## config.mk

```make
export PLATFORM = sky130hd
export DESIGN_NAME = cpc_mem_arbiter
export DESIGN_NICKNAME = d
export VERILOG_FILES = /design/src/rtl/cpc_mem_arbiter.sv
export SDC_FILE = /design/constraint.sdc
export NUM_CORES = 1
export LEC_CHECK = 0
export BUFFER_PORTS_ARGS = -buffer_cell sky130_fd_sc_hd__buf_2
export CORE_MARGIN = 5
export CORE_UTILIZATION = 40
export CTS_CLUSTER_DIAMETER = 40
export DETAILED_ROUTE_END_ITERATION = 12
export HOLD_SLACK_MARGIN = 0.05
export PLACE_DENSITY = 0.72
export REMOVE_ABC_BUFFERS = 1
export SYNTH_ARGS = -nofsm -noshare
export SYNTH_HDL_FRONTEND = slang
export SYNTH_SLANG_ARGS = --single-unit
```

## constraint.sdc

```tcl
create_clock -name CLK -period 2.6 [get_ports CLK]
set_input_delay 0.13 -clock CLK [delete_from_list [all_inputs] [get_ports CLK]]
set_output_delay 0.13 -clock CLK [all_outputs]
set_load 0.02 [all_outputs]
```

## src/rtl/cpc_mem_arbiter.sv

```systemverilog
// rtl/cpc_mem_arbiter.sv - three-way arbiter (video, CPU, loader) onto one memory command port
// Optional CPC_ARB_DL_PRIORITY_EN: loader-first priority with CPU blocked while ld_active=1.
module cpc_mem_arbiter #(
    parameter int ADDR_W           = 23,
    parameter int DATA_W           = 8,
    parameter int CPU_STARVE_LIMIT = 4
) (
    input  logic              CLK,
    input  logic              reset,
    input  logic              vid_req,
    input  logic [ADDR_W-1:0] vid_addr,
    output logic [DATA_W-1:0] vid_dout,
    output logic              vid_ack,
    input  logic              cpu_req,
    input  logic              cpu_we,
    input  logic [ADDR_W-1:0] cpu_addr,
    input  logic [DATA_W-1:0] cpu_din,
    output logic [DATA_W-1:0] cpu_dout,
    output logic              cpu_ack,
    input  logic              ld_active,
    input  logic              ld_req,
    input  logic [ADDR_W-1:0] ld_addr,
    input  logic [DATA_W-1:0] ld_din,
    output logic              ld_ack,
    output logic              mem_req,
    output logic              mem_we,
    output logic [ADDR_W-1:0] mem_addr,
    output logic [DATA_W-1:0] mem_din,
    input  logic [DATA_W-1:0] mem_dout,
    input  logic              mem_ready,
    output logic              busy
);

    typedef enum logic [1:0] {S_IDLE, S_ISSUE, S_WAIT} state_t;
    typedef enum logic [1:0] {OWN_NONE, OWN_VID, OWN_CPU, OWN_LD} owner_t;

    localparam logic [3:0] STARVE_LIM = 4'(CPU_STARVE_LIMIT);

    state_t            state_q, state_d;
    owner_t            owner_q, owner_d, winner;
    logic [3:0]        starve_q, starve_d;
    logic              mem_we_q, mem_we_d;
    logic [ADDR_W-1:0] mem_addr_q, mem_addr_d;
    logic [DATA_W-1:0] mem_din_q, mem_din_d;
    logic [DATA_W-1:0] vid_dout_q, cpu_dout_q;
    logic              vid_ack_q, cpu_ack_q, ld_ack_q;
    logic              ack_cycle, dl_mode, done;

`ifdef CPC_ARB_DL_PRIORITY_EN
    assign dl_mode = ld_active;
`else
    logic unused_ld_active;
    assign unused_ld_active = ld_active;
    assign dl_mode          = 1'b0;
`endif

    assign ack_cycle = vid_ack_q | cpu_ack_q | ld_ack_q;
    assign done      = (state_q == S_WAIT) && mem_ready;

    always_comb begin
        winner = OWN_NONE;
        if (dl_mode) begin
            if (ld_req)       winner = OWN_LD;
            else if (vid_req) winner = OWN_VID;
        end else if (cpu_req && (starve_q == STARVE_LIM)) begin
            winner = OWN_CPU;
        end else if (vid_req) begin
            winner = OWN_VID;
        end else if (cpu_req) begin
            winner = OWN_CPU;
        end else if (ld_req) begin
            winner = OWN_LD;
        end
    end

    always_comb begin
        state_d    = state_q;
        owner_d    = owner_q;
        starve_d   = starve_q;
        mem_we_d   = mem_we_q;
        mem_addr_d = mem_addr_q;
        mem_din_d  = mem_din_q;
        case (state_q)
            S_IDLE: begin
                if (!cpu_req || dl_mode) starve_d = '0;
                // The ack cycle grants nothing: the served requester is still
                // withdrawing, so a held video stream cannot slip past a pending CPU.
                if (!ack_cycle && (winner != OWN_NONE)) begin
                    state_d = S_ISSUE;
                    owner_d = winner;
                    case (winner)
                        OWN_VID: begin
                            mem_we_d   = 1'b0;
                            mem_addr_d = vid_addr;
                            mem_din_d  = '0;
                            if (cpu_req && !dl_mode) starve_d = starve_q + 4'd1;
                        end
                        OWN_CPU: begin
                            mem_we_d   = cpu_we;
                            mem_addr_d = cpu_addr;
                            mem_din_d  = cpu_din;
                            starve_d   = '0;
                        end
                        OWN_LD: begin
                            mem_we_d   = 1'b1;
                            mem_addr_d = ld_addr;
                            mem_din_d  = ld_din;
                        end
                        default: ;
                    endcase
                end
            end
            S_ISSUE: state_d = S_WAIT;
            S_WAIT: begin
                if (mem_ready) begin
                    state_d = S_IDLE;
                    owner_d = OWN_NONE;
                end
            end
            default: state_d = S_IDLE;
        endcase
    end

    always_ff @(posedge CLK) begin
        if (reset) begin
            state_q    <= S_IDLE;
            owner_q    <= OWN_NONE;
            starve_q   <= '0;
            mem_we_q   <= 1'b0;
            mem_addr_q <= '0;
            mem_din_q  <= '0;
            vid_dout_q <= '0;
            cpu_dout_q <= '0;
            vid_ack_q  <= 1'b0;
            cpu_ack_q  <= 1'b0;
            ld_ack_q   <= 1'b0;
        end else begin
            state_q    <= state_d;
            owner_q    <= owner_d;
            starve_q   <= starve_d;
            mem_we_q   <= mem_we_d;
            mem_addr_q <= mem_addr_d;
            mem_din_q  <= mem_din_d;
            vid_ack_q  <= done && (owner_q == OWN_VID);
            cpu_ack_q  <= done && (owner_q == OWN_CPU);
            ld_ack_q   <= done && (owner_q == OWN_LD);
            if (done && (owner_q == OWN_VID))              vid_dout_q <= mem_dout;
            if (done && (owner_q == OWN_CPU) && !mem_we_q) cpu_dout_q <= mem_dout;
        end
    end

    assign mem_req  = (state_q == S_ISSUE);
    assign busy     = (state_q != S_IDLE);
    assign mem_we   = mem_we_q;
    assign mem_addr = mem_addr_q;
    assign mem_din  = mem_din_q;
    assign vid_dout = vid_dout_q;
    assign cpu_dout = cpu_dout_q;
    assign vid_ack  = vid_ack_q;
    assign cpu_ack  = cpu_ack_q;
    assign ld_ack   = ld_ack_q;

endmodule

```

==> results of run 1 <==
-- cell type report --
cell class	instances	share of cell area [%]
clock inverter	5	1.30
sequential	59	29.1
tap	99	3.06
clock buffer	11	3.49
inverter	5	0.463
multi-input combinational	220	39.8
timing repair buffer	168	22.7
-- worst max-delay path, stage by stage (launching register included) --
cell and delay (ns):
dfxtp_1 0.36, inv_1 0.08, ha_1 0.20, nand4b_1 0.17, o21ai_1 0.15, ha_1 0.27
or4_4 0.47, nor2_4 0.14, buf_4 0.23, a311oi_1 0.12
-- how the worst max path moves through the flow --
stage                            from      endpoint  cells past startpoint
after CTS                 starve_q[0]   mem_addr[1]                      9
after detailed placement  starve_q[0]   mem_addr[2]                      9
after global routing      starve_q[0]   mem_addr[0]                     10
final                     starve_q[0]   mem_addr[1]                      9
after floorplan           starve_q[0]  mem_addr[10]                      9
after global placement    starve_q[0]  mem_addr[18]                      9
-- sequential cells by signal, indices dropped and copies added, names as in the netlist --
register / cells
mem_we: 1
state_q: 2
mem_din: 8
mem_addr: 23
vid_dout: 8
owner_q: 2
starve_q: 4
ld_ack: 1
cpu_dout: 8
cpu_ack: 1
vid_ack: 1
-- cell families after synthesis --
| group | count (synthesis) | synth area share (%) |
|---|---|---|
| simple gates | 79 | 15.2 |
| compound gates | 126 | 33.3 |
| flops | 59 | 39.5 |
| mux | 9 | 3.05 |
| fa+ha+maj | 6 | 2.51 |
| buf+inv | 35 | 6.48 |
-- routing by layer --
layer,share of wire (%),up-vias
met4,0.79,0
met2,47,126
met3,9.3,6
li1,-,1480
met1,42,1387
met5,0,-
-- repair_timing --
action                                 CTS  global route
endpoints found under the hold margin    7             0
hold buffers                             6             0
gates resized for setup                  0             1
setup endpoints to repair                0             1
-- power breakdown --
part	total, mW	switching (mW)	internal, mW	leakage (nW)
combinational	0.671	0.397	0.273	1.22
sequential	1.03	0.0484	0.984	0.484
clock	0.829	0.365	0.464	0.0991
total	2.53	0.811	1.72	1.81
-- cells in the final DEF (no fill, tap or decap), drive strengths merged, types with 3 or more instances in the layout --
| cell type | Yosys | layout |
|---|---|---|
| a211oi | 11 | 11 |
| a21oi | 42 | 42 |
| a22oi | 31 | 31 |
| a311oi | 23 | 23 |
| buf | 11 | 162 |
| clkbuf | 19 | 11 |
| clkinv | 0 | 3 |
| dfxtp | 59 | 59 |
| dlygate4sd3 | 0 | 6 |
| ha | 6 | 6 |
| inv | 5 | 5 |
| mux2i | 8 | 8 |
| nand2 | 25 | 25 |
| nand2b | 18 | 18 |
| nand3 | 9 | 9 |
| nor2 | 6 | 6 |
| nor2b | 4 | 4 |
| nor3 | 6 | 6 |
| o21ai | 9 | 9 |
-- stage by stage --
step	hold slack, ns	std cells
floorplan	0.195	284
global placement	0.396	545
detailed placement	0.405	545
CTS	0.0508	567
global route	0.0551	567
finish	0.0718	567
==> results.yml, run 1 <==
layout:
  final_util_pct: 55.9
  multi_input_area_mm2: 0.00162
  final_nets: 570
  final_cell_area_mm2: 0.00405
  diodes: 0
  area_growth_pct: 35.6
  final_layout_size_suffix_gt1_share_pct: 44.4
  filler_cell_count: 678
  seqCellArea_mm2: 0.00118
cts:
  cts.sinks: 59
  htreeDepth: 3
  cts_tree: "done"
  path_clk_slew_ns: 0.07
  cts_buffers: 9
  clk_latency_ns: 0.33
  post_cts_buffers: 0
  clk_path_buf_depth: 2
  cts-root-buf: "clkbuf_8"
sta:
  tightest_slew_ns: 0.738
  post-route-period-util_pct: 90.0
  grt_setup_unrepaired: "no"
  finalHoldViolations: 0
  slew_viol_final: 0
  fin_tns_setup_ns: 0
  setup_viol: 0
  min_period_ns: 2.34
  fin_ws_ns: 0.259
  clock_skew_ns: 0.00775
  timing.slew.headroom_pct: 50.8
  fmax_mhz: 427
critical_path:
  cp-start-kind: "register"
  worst-path-max-fanout: 13
  path_class: "reg -> reg"
  cp.arrival_ns: 2.52
  reg2reg_from: "starve_q[0]"
  timing.rr.end: "mem_addr[1]"
  r2r_setup_slack_ns: 0.26
  worstPathRequired_ns: 2.78
  critPathCaptureType: "register"
  ff2ff_path_depth: 9
global_route:
  grt_antenna_before_repair: 0
  gr-usage-all-layers_pct: 18.6
  met3_usage_pct: 7.20
  grt_max_degree: 67
  use_met2_pct: 31.2
  use_met1_pct: 21.7
  grt_busiest_layer: "met2"
  grt_pass1_wl_um: 13400
  grt-ovfl-total: 0
  first_global_vias: 2890
drt:
  dr.pass1.iters: 4
  finalWirelength_um: 8830
  wl_per_cell_um: 15.6
  via_count: 2999
  drt_iter0_markers: 100
  drc: 0
  avgViaCountPerCell: 5.29
  ant_nets: 0
placement:
  portBuffers: 152
  place.detailed.hpwl_um: 6340
  dpl-instance-area_mm2: 0.00380
  place_ws_ns: 0.200
  gp_congestion: 0.800
floorplanning:
  placementRows: 31
  die-area_mm2: 0.00931
  initial_core_util_pct: 41.2
  die_w_um: 96.5
  die_h_um: 96.5
  core_area_mm2: 0.00725
  io_pins: 154
synth:
  synth_most_common_cell: "dfxtp_1"
  netlist_instances: 314
  synth.area.top_cells: "dfxtp_1 (39%), a311oi_2 (10%), a22oi_1 (7.8%), a21oi_1 (6.9%), nand2b_1 (3.8%)"
  synthesis.area_mm2: 0.00299
  synth.top_cells.by_count: "dfxtp_1 (59), a21oi_1 (41), a22oi_1 (31)"
  synth-seq-cells: 59
  synth_edf_count: 0
  post_synth_num_cell_types: 48
  synthArstFlopShare_pct: 0
  ys_seq_area_share_pct: 39.5
  ys_warn_count: 0
  synth-main-ff-cell: "dfxtp_1"
  syn_avg_cell_area_um2: 9.52
  synth_top_area_share_pct: 39.5
  yosysTopAreaCell: "dfxtp_1"
run:
  maxCapViolations: 0
pwr:
  powerDensity_mw_per_mm2: 625
  peakVddDrop_mv: 0.282
  power_mw: 2.53
  leakage_nw: 1.81
hold_path:
  min_from: "mem_dout[4]"
  hold_class: "in -> reg"
  min_delay_path_depth: 3
  min_to: "vid_dout[4]"
run_status:
  outcome: "finished, final reports clean"
(Power assumes the default switching activity.)
==> run 2, diff against run 1 <==
Settings changed: CORE_MARGIN 5 to 1.5, REMOVE_ABC_BUFFERS 1 to unset.
==> run 2 against run 1 <==
Net effect:
- utilization hardly changed
- clock power is essentially flat
- maximum frequency is 0.28% lower
- via count increased by 1.5%
- critical endpoint is now mem_addr[17]
- largest cell class unchanged
==> results.yml, run 2 (synthesis gave the netlist of run 1 again) <==
cts:
  post_cts_buffers: 0
  path_clk_slew_ns: 0.07
  cts-root-buf: "clkbuf_8"
  cts.sinks: 59
  htreeDepth: 3
  cts_tree: "done"
  clk_path_buf_depth: 2
  cts_buffers: 9
  clk_latency_ns: 0.34
drt:
  via_count: 3045
  avgViaCountPerCell: 5.35
  ant_nets: 0
  drt_iter0_markers: 92
  drc: 0
  wl_per_cell_um: 14.8
  finalWirelength_um: 8430
  dr.pass1.iters: 4
synth:
  syn-num-nets: 421
critical_path:
  path_class: "reg -> reg"
  cp-startpoint: "starve_q[0]"
  critPathCaptureType: "register"
  reg2reg_from: "starve_q[0]"
  worst-path-max-fanout: 28
  cp-start-kind: "register"
  worstPathRequired_ns: 2.81
  cp.arrival_ns: 2.56
placement:
  place.detailed.hpwl_um: 6240
  dpl-instance-area_mm2: 0.00380
  gp_congestion: 0.814
  portBuffers: 152
sta:
  fmax_mhz: 426
  grt_setup_unrepaired: "no"
  setup_viol: 0
  clock_skew_ns: 0.00780
  timing.slew.headroom_pct: 59.3
  tightest_slew_ns: 0.611
  fin_tns_setup_ns: 0
  finalHoldViolations: 0
  post-route-period-util_pct: 90.3
  min_period_ns: 2.35
  slew_viol_final: 0
global_route:
  use_met2_pct: 39.4
  met3_usage_pct: 7.57
  grt-ovfl-total: 0
  first_global_vias: 2922
  use_met1_pct: 24.9
  grt_pass1_wl_um: 13500
  grt_antenna_before_repair: 0
  grt_max_degree: 40
  grt_busiest_layer: "met2"
  gr-usage-all-layers_pct: 22.2
hold_path:
  hold_class: "in -> reg"
  min_from: "mem_dout[5]"
floorplanning:
  initial_core_util_pct: 41.2
  io_pins: 154
  die_w_um: 89.5
  core_area_mm2: 0.00725
  placementRows: 31
  die_h_um: 89.5
  die-area_mm2: 0.00800
layout:
  final_nets: 572
  seqCellArea_mm2: 0.00118
  mostFrequentLayoutCells: "buf_2 (152), dfxtp_1 (59), a21oi_1 (41)"
  largest_reg_flops: 23
  layout_commonest_cell: "buf_2"
  diodes: 0
  filler_cell_count: 688
  area_growth_pct: 35.6
  multi_input_area_mm2: 0.00162
  final_layout_size_suffix_gt1_share_pct: 44.7
  final_cell_area_mm2: 0.00406
  final_util_pct: 55.9
pwr:
  power_mw: 2.53
  peakVddDrop_mv: 0.322
  powerDensity_mw_per_mm2: 623
  leakage_nw: 1.81
run_status:
  outcome: "finished, final reports clean"
run:
  maxCapViolations: 0
run 2: changes by cell type in the layout (fill, tap and decap cells not counted), sizes merged:
cell and delta:
buf +2
run 2: worst paths after layout:
| path | endpoint | slack, ns | depth (start not counted) |
|---|---|---|---|
| min | vid_dout[5] | 0.07 | 3 |
| min reg2reg | vid_dout[1] | 0.47 | 2 |
| max | mem_addr[17] | 0.25 | 9 |
| max reg2reg | mem_addr[17] | 0.25 | 9 |
run 2: timing repair:
action                                 CTS  global route
endpoints found under the hold margin    7             0
resized for setup                        0             0
hold buffers                             6             0
run 2: layout make-up:
type                       count  area share [%]
multi-input combinational    220            39.8
sequential                    59            29.1
timing repair buffer         170            22.8
clock buffer                  11            3.49
tap                           99            3.05
clock inverter                 5            1.30
inverter                       5           0.463
run 2: power breakdown:
| part | internal [mW] | total (mW) | switching, mW |
|---|---|---|---|
| logic | 0.273 | 0.667 | 0.394 |
| clock network | 0.464 | 0.828 | 0.364 |
| registers | 0.984 | 1.03 | 0.0491 |
run 2: layer usage:
metal | wire [µm] | vias to the layer above
li1 | - | 1496
met1 | 3410 | 1402
met2 | 4280 | 133
met3 | 594 | 14
met4 | 148 | 0
met5 | 0 | -
run 2: metrics by stage:
stage	hold slack (ns)	setup slack, ns	instances
after floorplan	0.278	0.443	314
after global placement	0.405	0.356	547
after detailed placement	0.411	0.278	547
after CTS	0.0510	0.280	569
after global routing	0.0518	0.114	569
final	0.0675	0.252	569
run 2: worst max-delay path: stages (launching register included):
cell and delay (ns):
dfxtp_1 0.35, inv_1 0.07, ha_1 0.19, nand4b_1 0.17, o21ai_0 0.19, ha_1 0.29, or4_4 0.48, nor2_4 0.14
buf_12 0.20, a311oi_2 0.12
==> run 3, diff against run 2 <==
==> constraint.sdc (replaced) <==
create_clock -name CLK -period 2.6 [get_ports CLK]
set_input_delay 0.52 -clock CLK [delete_from_list [all_inputs] [get_ports CLK]]
set_output_delay 0.52 -clock CLK [all_outputs]
set_load 0.02 [all_outputs]
==> run 3 against run 2 <==
Net effect:
- cell area decreased by 0.43%
- flip-flop and latch count unchanged
- setup slack got worse by 0.030 ns
- combinational power about the same
- worst hold slack improved by 0.38 ns
- largest power group unchanged
- highest routed layer unchanged
==> results.yml, run 3 (synthesis gave the netlist of run 1 again) <==
floorplanning:
  placementRows: 31
  initial_core_util_pct: 41.2
  core_area_mm2: 0.00725
  die_h_um: 89.5
  die_w_um: 89.5
  die-area_mm2: 0.00800
  io_pins: 154
layout:
  mostFrequentLayoutCells: "buf_2 (152), dfxtp_1 (59), a21oi_1 (41)"
  largest_reg_flops: 23
  final_util_pct: 55.7
  final_layout_size_suffix_gt1_share_pct: 45.2
  area_growth_pct: 35.1
  final_cell_area_mm2: 0.00404
  layout_commonest_cell: "buf_2"
  diodes: 0
  final_nets: 564
cts:
  cts_hold_buf: 0
  clk_latency_ns: 0.33
  cts.sinks: 59
  clk_path_buf_depth: 2
  cts-root-buf: "clkbuf_8"
  htreeDepth: 3
  cts_tree: "done"
  cts_buffers: 9
  cts.repair.resized: 0
  post_cts_buffers: 0
  path_clk_slew_ns: 0.07
drt:
  finalWirelength_um: 8390
  drt_iter0_markers: 145
  dr.pass1.iters: 6
  wl_per_cell_um: 15.0
  via_count: 2995
  avgViaCountPerCell: 5.34
  drc: 0
  ant_nets: 0
sta:
  clock_skew_ns: 0.00750
  tightest_slew_ns: 0.534
  min_period_ns: 2.38
  post-route-period-util_pct: 91.4
  fmax_mhz: 421
  hold_ws_ns: 0.449
  grt_setup_unrepaired: "no"
  timing.slew.headroom_pct: 64.3
  setup_viol: 0
  slew_viol_final: 0
  fin_tns_setup_ns: 0
  finalHoldViolations: 0
placement:
  gp_congestion: 0.798
  place.detailed.hpwl_um: 6060
  dpl-instance-area_mm2: 0.00381
  portBuffers: 152
synth:
  syn-num-nets: 421
critical_path:
  path_class: "reg -> reg"
  worstPathRequired_ns: 2.81
  cp-start-kind: "register"
  cp.arrival_ns: 2.58
  worst-path-max-fanout: 19
  critPathCaptureType: "register"
global_route:
  grt_pass1_wl_um: 13400
  grt_antenna_before_repair: 0
  first_global_vias: 2966
  grt-ovfl-total: 0
  grt_max_degree: 38
  gr-usage-all-layers_pct: 22.0
pwr:
  powerDensity_mw_per_mm2: 656
  peakVddDrop_mv: 0.288
  leakage_nw: 1.80
hold_path:
  hold_class: "in -> reg"
run_status:
  outcome: "finished, final reports clean"
run:
  maxCapViolations: 0
run 3: routing by layer:
metal | GRT usage [%] | routed length, µm | vias to the layer above
li1 | - | - | 1470
met1 | 25.7 | 3630 | 1396
met2 | 38.1 | 4100 | 117
met3 | 6.09 | 536 | 12
met4 | 8.53 | 121 | 0
met5 | 0 | 0 | -
run 3: path summary, 6_finish.rpt:
check	slack, ns	start	cells after the start	end
worst min-delay path	0.45	vid_addr[0]	3	mem_addr[0]
worst min register to register	0.47	vid_dout[7]	2	vid_dout[7]
worst max register to register	0.22	starve_q[0]	9	mem_addr[15]
worst max-delay path	0.22	starve_q[0]	9	mem_addr[15]
run 3: final cells by class:
class                           instances  area (µm²)
Clock buffer                           11         151
Timing Repair Buffer                  162         873
Multi-Input combinational cell        220        1620
Inverter                                5        18.8
Tap cell                               99         124
Clock inverter                          5        75.1
Sequential cell                        59        1180
Fill cell                             669        3210
run 3: through the flow:
stage | cells | worst slack [ns] | power, mW
floorplan | 314 | 0.358 | 1.49
global placement | 545 | 0.224 | 1.71
detailed placement | 545 | 0.177 | 1.73
CTS | 561 | 0.221 | 2.68
global route | 561 | 0.0779 | 2.79
finish | 561 | 0.223 | 2.65
run 3: worst max-delay path, stage by stage, from the launching register on:
cell and delay, ns:
dfxtp_1 0.37, inv_1 0.08, ha_1 0.20, nand4b_1 0.17, o21ai_0 0.19, ha_1 0.29
or4_4 0.48, nor2_4 0.18, buf_12 0.19, a311oi_2 0.10
run 3: report_power, final:
part,internal [mW],total [mW],switching (mW)
sequential,0.984,1.03,0.0497
combinational,0.273,0.670,0.396
clock,0.587,0.946,0.359
total,1.84,2.65,0.805
